===== src/rtl/sysid_regs.sv =====
// System-identification register block: ID, build timestamp, scratch, caps and user status words.
// Optional 64-bit uptime counter with atomic high-word snapshot is built when SYSID_UPTIME_EN is defined.
module sysid_regs #(
    parameter logic [31:0] SYSTEM_ID      = 32'h0000_0000,
    parameter logic [31:0] TIMESTAMP      = 32'h0000_0000,
    parameter int          NUM_USER_WORDS = 4,
    parameter int          ADDR_W         = 4
) (
    input  logic                    clock,
    input  logic                    reset,
    input  logic [ADDR_W-1:0]       address,
    input  logic                    read,
    input  logic                    write,
    input  logic [31:0]             writedata,
    input  logic [3:0]              byteenable,
    output logic [31:0]             readdata,
    output logic                    readdatavalid,
    input  logic [32*((NUM_USER_WORDS > 0) ? NUM_USER_WORDS : 1)-1:0] user_status
);

    localparam int UW        = (NUM_USER_WORDS > 0) ? NUM_USER_WORDS : 1;
    localparam int USER_BASE = 7;

    localparam logic [ADDR_W-1:0] A_ID      = ADDR_W'(0);
    localparam logic [ADDR_W-1:0] A_TS      = ADDR_W'(1);
    localparam logic [ADDR_W-1:0] A_UP_LO   = ADDR_W'(2);
    localparam logic [ADDR_W-1:0] A_UP_HI   = ADDR_W'(3);
    localparam logic [ADDR_W-1:0] A_SCRATCH = ADDR_W'(4);
    localparam logic [ADDR_W-1:0] A_CONTROL = ADDR_W'(5);
    localparam logic [ADDR_W-1:0] A_CAPS    = ADDR_W'(6);

`ifdef SYSID_UPTIME_EN
    localparam logic UPTIME_PRESENT = 1'b1;
`else
    localparam logic UPTIME_PRESENT = 1'b0;
`endif

    localparam logic [15:0] NUM_W16   = 16'(NUM_USER_WORDS);
    localparam logic [31:0] CAPS_WORD = {NUM_W16, 15'b0, UPTIME_PRESENT};

    // Merge new write data into an existing word, one byte lane per enable bit.
    function automatic logic [31:0] byte_merge(
        input logic [31:0] old_word,
        input logic [31:0] new_word,
        input logic [3:0]  be
    );
        logic [31:0] merged;
        merged = old_word;
        for (int b = 0; b < 4; b++) begin
            if (be[b]) begin
                merged[8*b +: 8] = new_word[8*b +: 8];
            end else begin
                merged[8*b +: 8] = old_word[8*b +: 8];
            end
        end
        return merged;
    endfunction

    logic        w_wr_acc;
    logic [31:0] w_rdata;
    logic [31:0] r_readdata;
    logic        r_readdatavalid;
    logic [31:0] r_scratch;
    logic [31:0] r_user [UW];

    // A read in the same cycle wins; the concurrent write is dropped.
    assign w_wr_acc = write & ~read;

    assign readdata      = r_readdata;
    assign readdatavalid = r_readdatavalid;

    // Input register stage for the user status words.
    always_ff @(posedge clock) begin
        if (reset) begin
            for (int k = 0; k < UW; k++) begin
                r_user[k] <= 32'h0000_0000;
            end
        end else begin
            for (int k = 0; k < UW; k++) begin
                r_user[k] <= user_status[32*k +: 32];
            end
        end
    end

    // Scratch register with per-byte write enables.
    always_ff @(posedge clock) begin
        if (reset) begin
            r_scratch <= 32'h0000_0000;
        end else if (w_wr_acc && (address == A_SCRATCH)) begin
            r_scratch <= byte_merge(r_scratch, writedata, byteenable);
        end else begin
            r_scratch <= r_scratch;
        end
    end

`ifdef SYSID_UPTIME_EN
    logic [63:0] r_uptime;
    logic [31:0] r_hi_shadow;
    logic        r_freeze;
    logic        w_ctrl_wr;
    logic        w_lo_rd;

    assign w_ctrl_wr = w_wr_acc && (address == A_CONTROL) && byteenable[0];
    assign w_lo_rd   = read && (address == A_UP_LO);

    // Uptime counter: clear beats freeze and increment; wraps naturally at 2^64.
    always_ff @(posedge clock) begin
        if (reset) begin
            r_uptime <= 64'h0;
        end else if (w_ctrl_wr && writedata[0]) begin
            r_uptime <= 64'h0;
        end else if (!r_freeze) begin
            r_uptime <= r_uptime + 64'd1;
        end else begin
            r_uptime <= r_uptime;
        end
    end

    // Freeze control bit.
    always_ff @(posedge clock) begin
        if (reset) begin
            r_freeze <= 1'b0;
        end else if (w_ctrl_wr) begin
            r_freeze <= writedata[1];
        end else begin
            r_freeze <= r_freeze;
        end
    end

    // High-word snapshot taken from the same sample the low-word read returns.
    always_ff @(posedge clock) begin
        if (reset) begin
            r_hi_shadow <= 32'h0000_0000;
        end else if (w_lo_rd) begin
            r_hi_shadow <= r_uptime[63:32];
        end else begin
            r_hi_shadow <= r_hi_shadow;
        end
    end
`endif

    // Read decode; user words and unmapped addresses fall through to the default arm.
    always_comb begin
        w_rdata = 32'h0000_0000;
        case (address)
            A_ID:      w_rdata = SYSTEM_ID;
            A_TS:      w_rdata = TIMESTAMP;
`ifdef SYSID_UPTIME_EN
            A_UP_LO:   w_rdata = r_uptime[31:0];
            A_UP_HI:   w_rdata = r_hi_shadow;
            A_CONTROL: w_rdata = {30'b0, r_freeze, 1'b0};
`endif
            A_SCRATCH: w_rdata = r_scratch;
            A_CAPS:    w_rdata = CAPS_WORD;
            default: begin
                w_rdata = 32'h0000_0000;
                for (int k = 0; k < NUM_USER_WORDS; k++) begin
                    if (address == ADDR_W'(USER_BASE + k)) begin
                        w_rdata = r_user[k];
                    end else begin
                        w_rdata = w_rdata;
                    end
                end
            end
        endcase
    end

    // Registered read port: data held between reads, valid pulses once per read.
    always_ff @(posedge clock) begin
        if (reset) begin
            r_readdata      <= 32'h0000_0000;
            r_readdatavalid <= 1'b0;
        end else begin
            r_readdatavalid <= read;
            if (read) begin
                r_readdata <= w_rdata;
            end else begin
                r_readdata <= r_readdata;
            end
        end
    end

endmodule


===== config.mk =====
export PLATFORM = sky130hd
export DESIGN_NAME = sysid_regs
export DESIGN_NICKNAME = d
export VERILOG_FILES = /design/src/rtl/sysid_regs.sv
export SDC_FILE = /design/constraint.sdc
export NUM_CORES = 1
export LEC_CHECK = 0
export ABC_AREA = 1
export CAP_MARGIN = 15
export CORE_UTILIZATION = 45
export CTS_BUF_LIST = sky130_fd_sc_hd__clkbuf_4
export CTS_CLUSTER_DIAMETER = 200
export DETAILED_ROUTE_END_ITERATION = 12
export GPL_TIMING_DRIVEN = 0
export PLACE_DENSITY = 0.82
export SYNTH_ARGS = -nofsm -noshare
export SYNTH_HDL_FRONTEND = slang
export SYNTH_SLANG_ARGS = --single-unit

===== constraint.sdc =====
create_clock -name clock -period 2.5 [get_ports clock]
set_input_delay 0.5 -clock clock [delete_from_list [all_inputs] [get_ports clock]]
set_output_delay 0.5 -clock clock [all_outputs]
set_load 0.005 [all_outputs]

### Yosys cells after proc, flatten, opt, wreduce, memory -nomap -nowiden

Memories as Yosys holds them, arrays and structs flattened.
Cells that the tools add are included.

| operators by class | value |
|---|---|
| $add $sub $neg | 0 |
| $mul | 0 |
| divide/modulo/power cells | 0 |
| $lt $le $gt $ge | 0 |
| eq/ne operators | 7 |
| shifts and indexed selects | 0 |
| muxes and demuxes | 12 |
| bitwise gates (word level) | 6 |
| reductions and logical operators | 7 |

Operator list:

| operator | count |
|---|---|
| 32-bit two-way mux | 8 |
| 32-bit case mux with 3 select lines | 1 |
| 4-bit by 3-bit equality test with 1-bit output, second input constant | 3 |
| 4-bit equality test, second input constant | 3 |
| 2-bit AND reduction | 4 |
| 4-bit by 1-bit equality test with 1-bit output, second input constant | 1 |
| 4-bit logical NOT | 1 |
| 1-bit bitwise OR | 4 |
| 1-bit two-way mux | 3 |
| 2-bit OR reduction | 1 |
| 1-bit AND | 1 |
| 1-bit logical AND | 1 |
| 1-bit NOT | 1 |

| storage, ports and cells | value |
|---|---|
| register bits after elaboration | 65 |
| latch bits | 0 |
| RAM bits | 128 |
| ROM bits | 0 |
| bits of input ports | 172 |
| output and inout port bits | 33 |
| word-level logic and storage cells | 39 |
| memories kept | 1 |

Memory list:

| name | words | width | rd ports | clocked after Yosys merged registers in | wr ports | RTL line | RTL |
|---|---|---|---|---|---|---|---|
| r_user | 4 | 32 | 4 | 0 | 4 | 64 | `logic [31:0] r_user [UW];` |

### Depth between registers and ports, before layout

Gate-level depths: netlist of run 1.

| depth | value |
|---|---|
| depth after elaboration | 6 |
| gate-level depth with buffers | 8 |
| gate-level depth less buffers | 7 |

### Worst setup path after synthesis of run 1

Ideal clock, no wire load.

| timing path | value |
|---|---|
| kind | input-to-reg |
| start point | input port read |
| end point | register r_scratch[0] |
| setup time | 0.116 ns |
| arrival time | 1.373 ns |
| data required time | 2.384 ns |
| path slack | 1.011 ns |
| stages | 7 |
| buffers on the path | 1 |
| path through | buf_2 nor2_1 nand3_2 nor2_4 inv_2 nor2_1 nor2_1 |

| between the ends | value |
|---|---|
| word-level cells in the longest chain between the ends | 4 |

Ends and longest elaborated chain:

| item | RTL line | RTL |
|---|---|---|
| start: declaration | 12 | `input logic read,` |
| 1-bit NOT | 67 | `assign w_wr_acc = write & ~read;` |
| 1-bit AND | 67 |  |
| 1-bit logical AND | 89 | `end else if (w_wr_acc && (address == A_SCRATCH)) begin` |
| 2-bit AND reduction (no source line) | -- |  |
| end signal: assignment | 90 | `r_scratch <= byte_merge(r_scratch, writedata, byteenable);` |
| end signal: assignment | 92 | `r_scratch <= r_scratch;` |
| end: declaration | 63 | `logic [31:0] r_scratch;` |

Every way passes these cells.
A chain may end at the register's enable or synchronous reset.

### Worst setup path in the final report of run 1

| timing path | value |
|---|---|
| start point | register r_readdata[28] (netlist: readdata[28]) |
| end point | output port readdata[28] |

RTL lines:

| item | RTL line | RTL |
|---|---|---|
| start: declaration | 61 | `logic [31:0] r_readdata;` |
| start signal: assignment | 176 | `r_readdata <= w_rdata;` |
| start signal: assignment | 178 | `r_readdata <= r_readdata;` |
| end: declaration | 16 | `output logic [31:0] readdata,` |

No word-level cell between the ends.

==> flow_metrics.tcl, run 1 <==
set metrics [dict create \
    finalSetupTns_ns 0 \
    clock_latency_ns 0.57 \
    antenna_found_initial 1 \
    required_ns 2.00 \
    tightestPinTransition_ns 0.6377 \
    setup.worst_path.class "register to primary output" \
    internal_power_mw 4.176 \
    synth_seq_area_share 0.5246 \
    rsz0062_at_grt "false" \
    utilization 0.6223 \
    hpwl_um 15640 \
    cts_made_buffers 17 \
    cts-root-buf "clkbuf_4" \
    ir_drop_mv 0.2698 \
    yosys.area.top_type "dfxtp_1" \
    cts_setup_buffers 0 \
    leakage_nw 4.693 \
    p_comb_frac 0.130 \
    num_io_pins 205 \
    post_drt_wl_per_cell_um 14.07 \
    p_switching_mw 1.384 \
    synth_top_flop_cell "dfxtp_1" \
    setup_viol 0 \
    setup_ws_ns 0.5142 \
    pre_cts_ws_ns 0.06336 \
    clock_power_share 0.282 \
    place_area_sq_um 9667 \
    grt_usage 0.2519 \
    place_congestion 0.8422 \
    r2r_slack_ns 1.59 \
    grt_pass1_wl_um 31650 \
    cp_cell_sequence "clkdlybuf4s50_1" \
    area_delta_synth_final_pct 34.71 \
    grt_pass1_vias 6412 \
    start_kind "register" \
    finalCritPeriodShare 0.7943 \
    drive_above_1_share 0.05533 \
    cts_tree "built" \
    fmax_mhz 503.6 \
    h-tree-depth 4 \
    die_h_um 129.9 \
    overflow 0 \
    hold_viol 0 \
    dieArea_sq_um 16880 \
    cts_sinks 193 \
    portBuffers 203 \
    arrival_ns 1.49 \
    cts_resized 0 \
    synthArstFlopShare 0 \
    vias 6810 \
    final_area_sq_um 9921 \
    p_total_mw 5.560 \
    synth_area_leaders "dfxtp_1, nor2_1, nand3_1, inv_1, o21ai_0" \
    end_kind "primary output" \
    drt_wl_total_um 20590 \
    fin_crit_ns 1.986 \
    synth.most_common_cell "nor2_1" \
    start_util 0.4619 \
    initialDrtViolationCount 499 \
    maxCapViolCount 0 \
    synth_cells 1013 \
    fin_worst_skew_ns 0.01851 \
    report.final.slew_viol_count 0 \
    yosysWarnings 0 \
    netlist_area_sq_um 7365 \
    netlist_top_cells_count "nor2_1, inv_1, dfxtp_1" \
    holdWs_ns 0.2405 \
    viasPerCell 4.652 \
    synth_seq_cells 193 \
    power.density_nw_per_um2 560.4 \
    p_sw_frac 0.2489 \
    grt_start_max_net_pins 17 \
    max_stage_delay_ns 0.52 \
    first_pass_iters 7 \
    clk_path_buf_depth 2 \
    dp_cells 1432 \
    clkTransAtPathRegs_ns 0.14 \
    synth_cell_types 16 \
    maxSlewHeadroom 0.5749 \
    final_nets 1407 \
    ant_nets 0 \
    synth_nets 1185 \
    slowest_stage "clkdlybuf4s50_1" \
    hold_class "primary input to register" \
    cp.buffers_inverters 1 \
    post_layout_nonfiller_instances 1464 \
    ctsHoldBuffers 0 \
    seq_power_share 0.588 \
    netlist.area_leader.share 0.5246 \
    cp_max_fo 2 \
    core_sq_um 15940 \
    drc 0 \
    synth_edf_count 0 \
    syn_area_per_cell_sq_um 7.270 \
    critPathTopFamily "buffers and inverters" \
    status "finished, final reports clean" \
    die_x_um 129.9 \
    core.rowCount 46 \
]
[path summary, 6_finish.rpt]
| check | start | endpoint | cells past startpoint |
|---|---|---|---|
| setup / recovery | readdata[28]$_SDFFE_PP0P_ | readdata[28] | 1 |
| hold / removal | read | readdatavalid$_SDFF_PP0_ | 3 |
| hold reg to reg | r_scratch[30]$_SDFFE_PP0P_ | r_scratch[30]$_SDFFE_PP0P_ | 2 |
| setup reg to reg | r_scratch[18]$_SDFFE_PP0P_ | readdata[18]$_SDFFE_PP0P_ | 4 |
[per-layer routing]
| metal | track usage | part of all wire |
|---|---|---|
| met2 | 0.4300 | 0.48 |
| met1 | 0.3140 | 0.43 |
| met5 | 0 | 0 |
| met4 | 0.08892 | 0.023 |
| met3 | 0.05412 | 0.067 |
[cells in the final DEF, fill, tap and decap left out]
master | Yosys | routed
clkinv_1 | 0 | 4
clkinvlp_4 | 0 | 2
a21oi_1 | 32 | 32
clkbuf_4 | 0 | 17
inv_1 | 200 | 200
clkinv_2 | 0 | 5
nor2_2 | 2 | 2
nand2_1 | 33 | 33
clkinv_4 | 0 | 1
inv_2 | 6 | 6
nor2_1 | 261 | 261
bufinv_16 | 0 | 2
clkdlybuf4s50_1 | 0 | 203
buf_4 | 6 | 6
nor2_4 | 5 | 5
nand3b_1 | 1 | 1
buf_1 | 3 | 3
nand3_2 | 1 | 1
o21ai_0 | 65 | 65
nand3_1 | 159 | 159
clkbuf_1 | 24 | 24
diode_2 | 0 | 1
buf_2 | 22 | 22
dfxtp_1 | 193 | 193
[worst register-to-register path: cells and delay by family (launching register included)]
kind	cells	cell delay, ns
compound gates	2	0.24
simple gates	2	0.21
flops	1	0.35
[layout make-up]
type                    instances  area [sq um]
fillers                      1428          6022
flip-flops and latches        193          3864
multi-input cells             559          2471
repair buffers                203          2032
inverters                     206         773.2
well taps                     216         270.3
plain buffers                  55         256.5
clock buffers                  17         127.6
clock inverters                14         123.9
diodes                          1         2.502
[cell families (layout without fill, tap and decap cells)]
family / count (synthesis) / in the layout / synth area share
AO/OA/AOI/OAI: 97 / 97 / 0.06592
flip-flops: 193 / 193 / 0.5246
AND/OR/NAND/NOR: 462 / 462 / 0.2696
buffers and inverters: 261 / 495 / 0.1398
other: 0 / 1 / 0
[power groups by stage]
stage / combinational [mW] / clock (mW) / sequential (mW)
finish: 0.722 / 1.57 / 3.27
global route: 0.794 / 1.71 / 3.28
CTS: 0.726 / 1.59 / 3.27
detailed placement: 0.722 / 0 / 3.34
global placement: 0.707 / 0 / 3.33
floorplan: 0.282 / 0 / 3.32
[state kept, by name, summed over array words and instances, names as in the netlist]
signal,cells
r_scratch,32
r_user,128
readdata,32
readdatavalid,1
Power figures use the tool's default switching activity.
==> run 2: changes to the inputs <==
--- a/config.mk
+++ b/config.mk
@@ -12,7 +12,7 @@
 export CTS_CLUSTER_DIAMETER = 200
 export DETAILED_ROUTE_END_ITERATION = 12
 export GPL_TIMING_DRIVEN = 0
-export PLACE_DENSITY = 0.82
+export PLACE_DENSITY = 0.85
 export SYNTH_ARGS = -nofsm -noshare
 export SYNTH_HDL_FRONTEND = slang
 export SYNTH_SLANG_ARGS = --single-unit
==> constraint.sdc (replaced) <==
create_clock -name clock -period 1.7 [get_ports clock]
set_input_delay 0.34 -clock clock [delete_from_list [all_inputs] [get_ports clock]]
set_output_delay 0.34 -clock clock [all_outputs]
set_load 0.005 [all_outputs]
==> run 2 against run 1 <==
Against the previous run:
- cell count increased by 0.55%
- via count up 1.7%
- critical path depth is 3 higher
==> flow_metrics.tcl, run 2 (same netlist as run 1, synthesis figures left out) <==
set metrics [dict create \
    core_sq_um 15940 \
    cts-root-buf "clkbuf_4" \
    report.final.slew_viol_count 0 \
    h-tree-depth 4 \
    slowest_stage "clkbuf_1" \
    tightestPinTransition_ns 0.7431 \
    fmax_mhz 618.1 \
    viasPerCell 4.707 \
    start_kind "primary input" \
    start_util 0.4619 \
    regArea_sq_um 3897 \
    dieArea_sq_um 16880 \
    grt_pass1_wl_um 31620 \
    post_layout_nonfiller_instances 1472 \
    critPathTopFamily "buffers and inverters" \
    top_register "r_user" \
    cp.buffers_inverters 3 \
    cts_made_buffers 17 \
    area_delta_synth_final_pct 35.83 \
    setup_viol 0 \
    antenna_found_initial 1 \
    finalCritPeriodShare 0.9517 \
    final.fill_count 1410 \
    min_from "read" \
    power.density_nw_per_um2 840.2 \
    hold_viol 0 \
    post_drt_wl_per_cell_um 13.91 \
    drive_above_1_share 0.08453 \
    cts_sinks 193 \
    hpwl_um 15610 \
    overflow 0 \
    clock_latency_ns 0.60 \
    startpoint "reset" \
    pre_cts_ws_ns -0.5751 \
    die_h_um 129.9 \
    max_stage_delay_ns 0.59 \
    required_ns 2.17 \
    vias 6928 \
    die_x_um 129.9 \
    end_kind "register" \
    num_io_pins 205 \
    setup.worst_path.class "primary input to register" \
    largest_reg_flops 128 \
    cpMostUsedCell "clkbuf_1" \
    reg2reg_depth 4 \
    grt_usage 0.2504 \
    maxCapViolCount 0 \
    first_pass_iters 5 \
    ir_drop_mv 0.4094 \
    portBuffers 203 \
    layout.cells.most_common "nor2_1" \
    cp_max_fo 10 \
    multiInputGateArea_sq_um 2471 \
    drt_wl_total_um 20470 \
    clk_path_buf_depth 2 \
    ant_nets 0 \
    min_path_cells 3 \
    core.rowCount 46 \
    cp_cell_sequence "clkdlybuf4s50_1 > clkbuf_1 > clkbuf_1 > nor2_1" \
    initialDrtViolationCount 449 \
    maxSlewHeadroom 0.5046 \
    fin_worst_skew_ns 0.03041 \
    clkTransAtPathRegs_ns 0.15 \
    setup_ws_ns 0.08207 \
    status "finished, final reports clean" \
    final_nets 1413 \
    rsz0062_at_grt "false" \
    worst_r2r_startpoint "r_scratch[18]$_SDFFE_PP0P_" \
    final_cell_mix "nor2_1, inv_1, clkdlybuf4s50_1, dfxtp_1, nand3_1" \
    arrival_ns 2.09 \
    dp_cells 1432 \
    cts_tree "built" \
    hold_class "primary input to register" \
    crit_cells 4 \
    drc 0 \
    grt_pass1_vias 6571 \
    p_total_mw 8.405 \
    leakage_nw 4.885 \
    fin_crit_ns 1.618 \
    utilization 0.6275 \
    grt_start_max_net_pins 17 \
    place_congestion 0.8509 \
]
==> run 2: cell types whose count changed in the layout (fill, tap and decap cells not counted), sizes merged <==
cell           delta
diode             +1
buf               +6
inv               +2
bufinv            +1
clkinv            -1
clkinvlp          -1
dlygate4sd2      +33
clkdlybuf4s50    -33
==> run 2: stage by stage <==
step | instance area [sq um] | hold slack [ns] | setup TNS [ns]
final | 10000 | 0.06228 | 0
after global routing | 10000 | 0.05387 | 0
after CTS | 9976 | 0.02649 | 0
after detailed placement | 9667 | 0.5000 | -73.16
after global placement | 9667 | 0.4944 | -70.27
after floorplan | 7365 | 0.4470 | 0
==> run 2: timing repair <==
action	4_1_cts	5_1_grt
endpoints found under the hold margin	0	0
pin swaps	0	1
hold buffers	0	0
setup buffers	3	3
endpoints found under the setup margin	33	2
gates resized for setup	60	0
==> run 2: worst paths after layout <==
path	to	slack [ns]
setup / recovery	r_user[2][0]$_SDFF_PP0_	0.08
hold / removal	readdatavalid$_SDFF_PP0_	0.06
setup reg to reg	readdata[18]$_SDFFE_PP0P_	0.78
hold reg to reg	readdata[11]$_SDFFE_PP0P_	0.54
==> run 2: area by class of cell <==
| cell class | instances | share of cell area |
|---|---|---|
| diodes | 2 | 0.0005003 |
| plain buffers | 55 | 0.02564 |
| clock buffers | 17 | 0.01276 |
| clock inverters | 15 | 0.01664 |
| inverters | 206 | 0.07730 |
| multi-input cells | 559 | 0.2470 |
| flip-flops and latches | 193 | 0.3896 |
| well taps | 216 | 0.02702 |
| repair buffers | 209 | 0.2035 |
==> run 2: metal layers <==
metal | vias to the layer above | track usage | share of wire
li1 | 3528 | - | -
met1 | 3079 | 0.2997 | 0.42
met2 | 278 | 0.4291 | 0.48
met3 | 43 | 0.05945 | 0.077
met4 | 0 | 0.1081 | 0.030
met5 | - | 0 | 0
==> run 2: worst register-to-register path, cell delays in order (launching register included) <==
cell	delay (ns)
dfxtp_1	0.35
o21ai_0	0.15
nor2_1	0.06
nor2_1	0.15
a21oi_1	0.09
==> run 2: power breakdown <==
group / switching [mW] / internal [mW]
Clock: 1.54 / 1.01
Sequential: 0.0713 / 4.74
Combinational: 0.490 / 0.555
==> run 3: changes to the inputs <==
==> constraint.sdc (replaced) <==
create_clock -name clock -period 1.42 [get_ports clock]
set_input_delay 0.284 -clock clock [delete_from_list [all_inputs] [get_ports clock]]
set_output_delay 0.284 -clock clock [all_outputs]
set_load 0.005 [all_outputs]
==> run 3 against run 2 <==
Against the previous run:
- non-clock buffer count increased by 2
- sequential power increased by 20%
- cell count increased by 0.14%
- critical endpoint is now readdata[4]$_SDFFE_PP0P_
- largest cell class unchanged
- total power increased by 20%
- via count decreased by 0.33%
- register-to-register slack got worse by 0.27 ns
==> flow_metrics.tcl, run 3 (same netlist as run 1, synthesis figures left out) <==
set metrics [dict create \
    start_kind "primary input" \
    num_io_pins 205 \
    die_h_um 129.9 \
    dp_cells 1432 \
    finalSetupTns_ns 0 \
    place_area_sq_um 9667 \
    slowest_stage "clkdlybuf4s50_1" \
    critPathTopFamily "buffers and inverters" \
    end_kind "register" \
    clkTransAtPathRegs_ns 0.15 \
    largest_reg_flops 128 \
    reg2reg_depth 4 \
    dieArea_sq_um 16880 \
    hold_viol 0 \
    setup_viol 0 \
    holdWs_ns 0.07311 \
    fin_worst_skew_ns 0.02708 \
    status "finished, final reports clean" \
    cts_sinks 193 \
    startpoint "address[2]" \
    place_congestion 0.8509 \
    maxSlewHeadroom 0.6211 \
    required_ns 1.94 \
    r2r_slack_ns 0.51 \
    antenna_found_initial 1 \
    max_stage_delay_ns 0.54 \
    utilization 0.6226 \
    cp.buffers_inverters 4 \
    drc 0 \
    core.rowCount 46 \
    die_x_um 129.9 \
    min_path_cells 4 \
    finalCritPeriodShare 0.9775 \
    fin_crit_ns 1.388 \
    cts-root-buf "clkbuf_4" \
    grt_pass1_wl_um 31680 \
    hpwl_um 15610 \
    post_layout_nonfiller_instances 1474 \
    initialDrtViolationCount 474 \
    portBuffers 203 \
    leakage_nw 4.833 \
    maxCapViolCount 0 \
    p_total_mw 10.05 \
    cp_max_fo 10 \
    tightestPinTransition_ns 0.5683 \
    core_sq_um 15940 \
    final.fill_count 1422 \
    drive_above_1_share 0.1194 \
    cp_cell_sequence "clkdlybuf4s50_1 > inv_1 > nor2_2 > buf_2 > buf_4 > nand3_1 > nand3_1 > nor2_1 > a21oi_1" \
    min_from "read" \
    holdPathEnd "readdata[31]$_SDFFE_PP0P_" \
    pre_cts_ws_ns -0.7991 \
    power.density_nw_per_um2 1013 \
    drt_wl_total_um 20590 \
    cts_tree "built" \
    arrival_ns 1.91 \
    post_drt_wl_per_cell_um 13.97 \
    cts_made_buffers 17 \
    setup.worst_path.class "primary input to register" \
    layout.cells.most_common "nor2_1" \
    grt_pass1_vias 6564 \
    viasPerCell 4.685 \
    area_delta_synth_final_pct 34.78 \
    ant_nets 0 \
    first_pass_iters 8 \
    final_cell_mix "nor2_1, inv_1, clkdlybuf4s50_1, dfxtp_1, nand3_1" \
    top_register "r_user" \
    ir_drop_mv 0.5006 \
    worst_r2r_startpoint "r_scratch[18]$_SDFFE_PP0P_" \
    hold_class "primary input to register" \
    grt_usage 0.2511 \
    vias 6905 \
    r2r_end "readdata[18]$_SDFFE_PP0P_" \
    grt_start_max_net_pins 17 \
    rsz0062_at_grt "true" \
    cpMostUsedCell "nand3_1" \
    fmax_mhz 720.4 \
    start_util 0.4619 \
    report.final.slew_viol_count 0 \
    h-tree-depth 4 \
    setup_ws_ns 0.03197 \
    clk_path_buf_depth 2 \
    clock_latency_ns 0.59 \
    final_nets 1415 \
    overflow 0 \
    final_area_sq_um 9926 \
]
==> run 3: tightest hold or removal path, stage by stage <==
cell,delay [ns]
buf_2,0.18
nand2_1,0.07
inv_1,0.04
a21oi_1,0.05
==> run 3: layout make-up <==
type / instances / area (sq um) / area share
antenna: 2 / 5.005 / 0.0005042
buffer: 55 / 262.8 / 0.02647
multi-input combinational: 559 / 2474 / 0.2492
clock inverter: 15 / 166.4 / 0.01677
tap: 216 / 270.3 / 0.02723
clock buffer: 17 / 127.6 / 0.01286
sequential: 193 / 3905 / 0.3934
inverter: 206 / 773.2 / 0.07790
timing repair buffer: 211 / 1942 / 0.1956
==> run 3: repair_timing <==
| action | CTS | global route |
|---|---|---|
| setup endpoints to repair | 148 | 32 |
| resized for setup | 164 | 5 |
| pin swaps | 1 | 2 |
| buffers inserted | 4 | 3 |
| endpoints found under the hold margin | 1 | 0 |
| hold buffers | 1 | 0 |
==> run 3: worst max path at each step <==
stage,end,cells past startpoint
after floorplan,r_scratch[18]$_SDFFE_PP0P_,7
after global placement,r_user[2][0]$_SDFF_PP0_,4
after detailed placement,r_scratch[21]$_SDFFE_PP0P_,7
after CTS,readdata[16],1
after global routing,readdata[10]$_SDFFE_PP0P_,8
final,readdata[4]$_SDFFE_PP0P_,9
==> run 3: layer usage <==
metal  global-route usage  routed length, um
met2               0.4306               9789
met4               0.1067                602
met3              0.05822               1415
met5                    0                  0
met1               0.3018               8784
==> run 3: report_power, final <==
part	leakage [nW]	switching (mW)	internal, mW
combinational	3.06	0.589	0.653
sequential	1.61	0.0857	5.68
clock	0.163	1.83	1.21
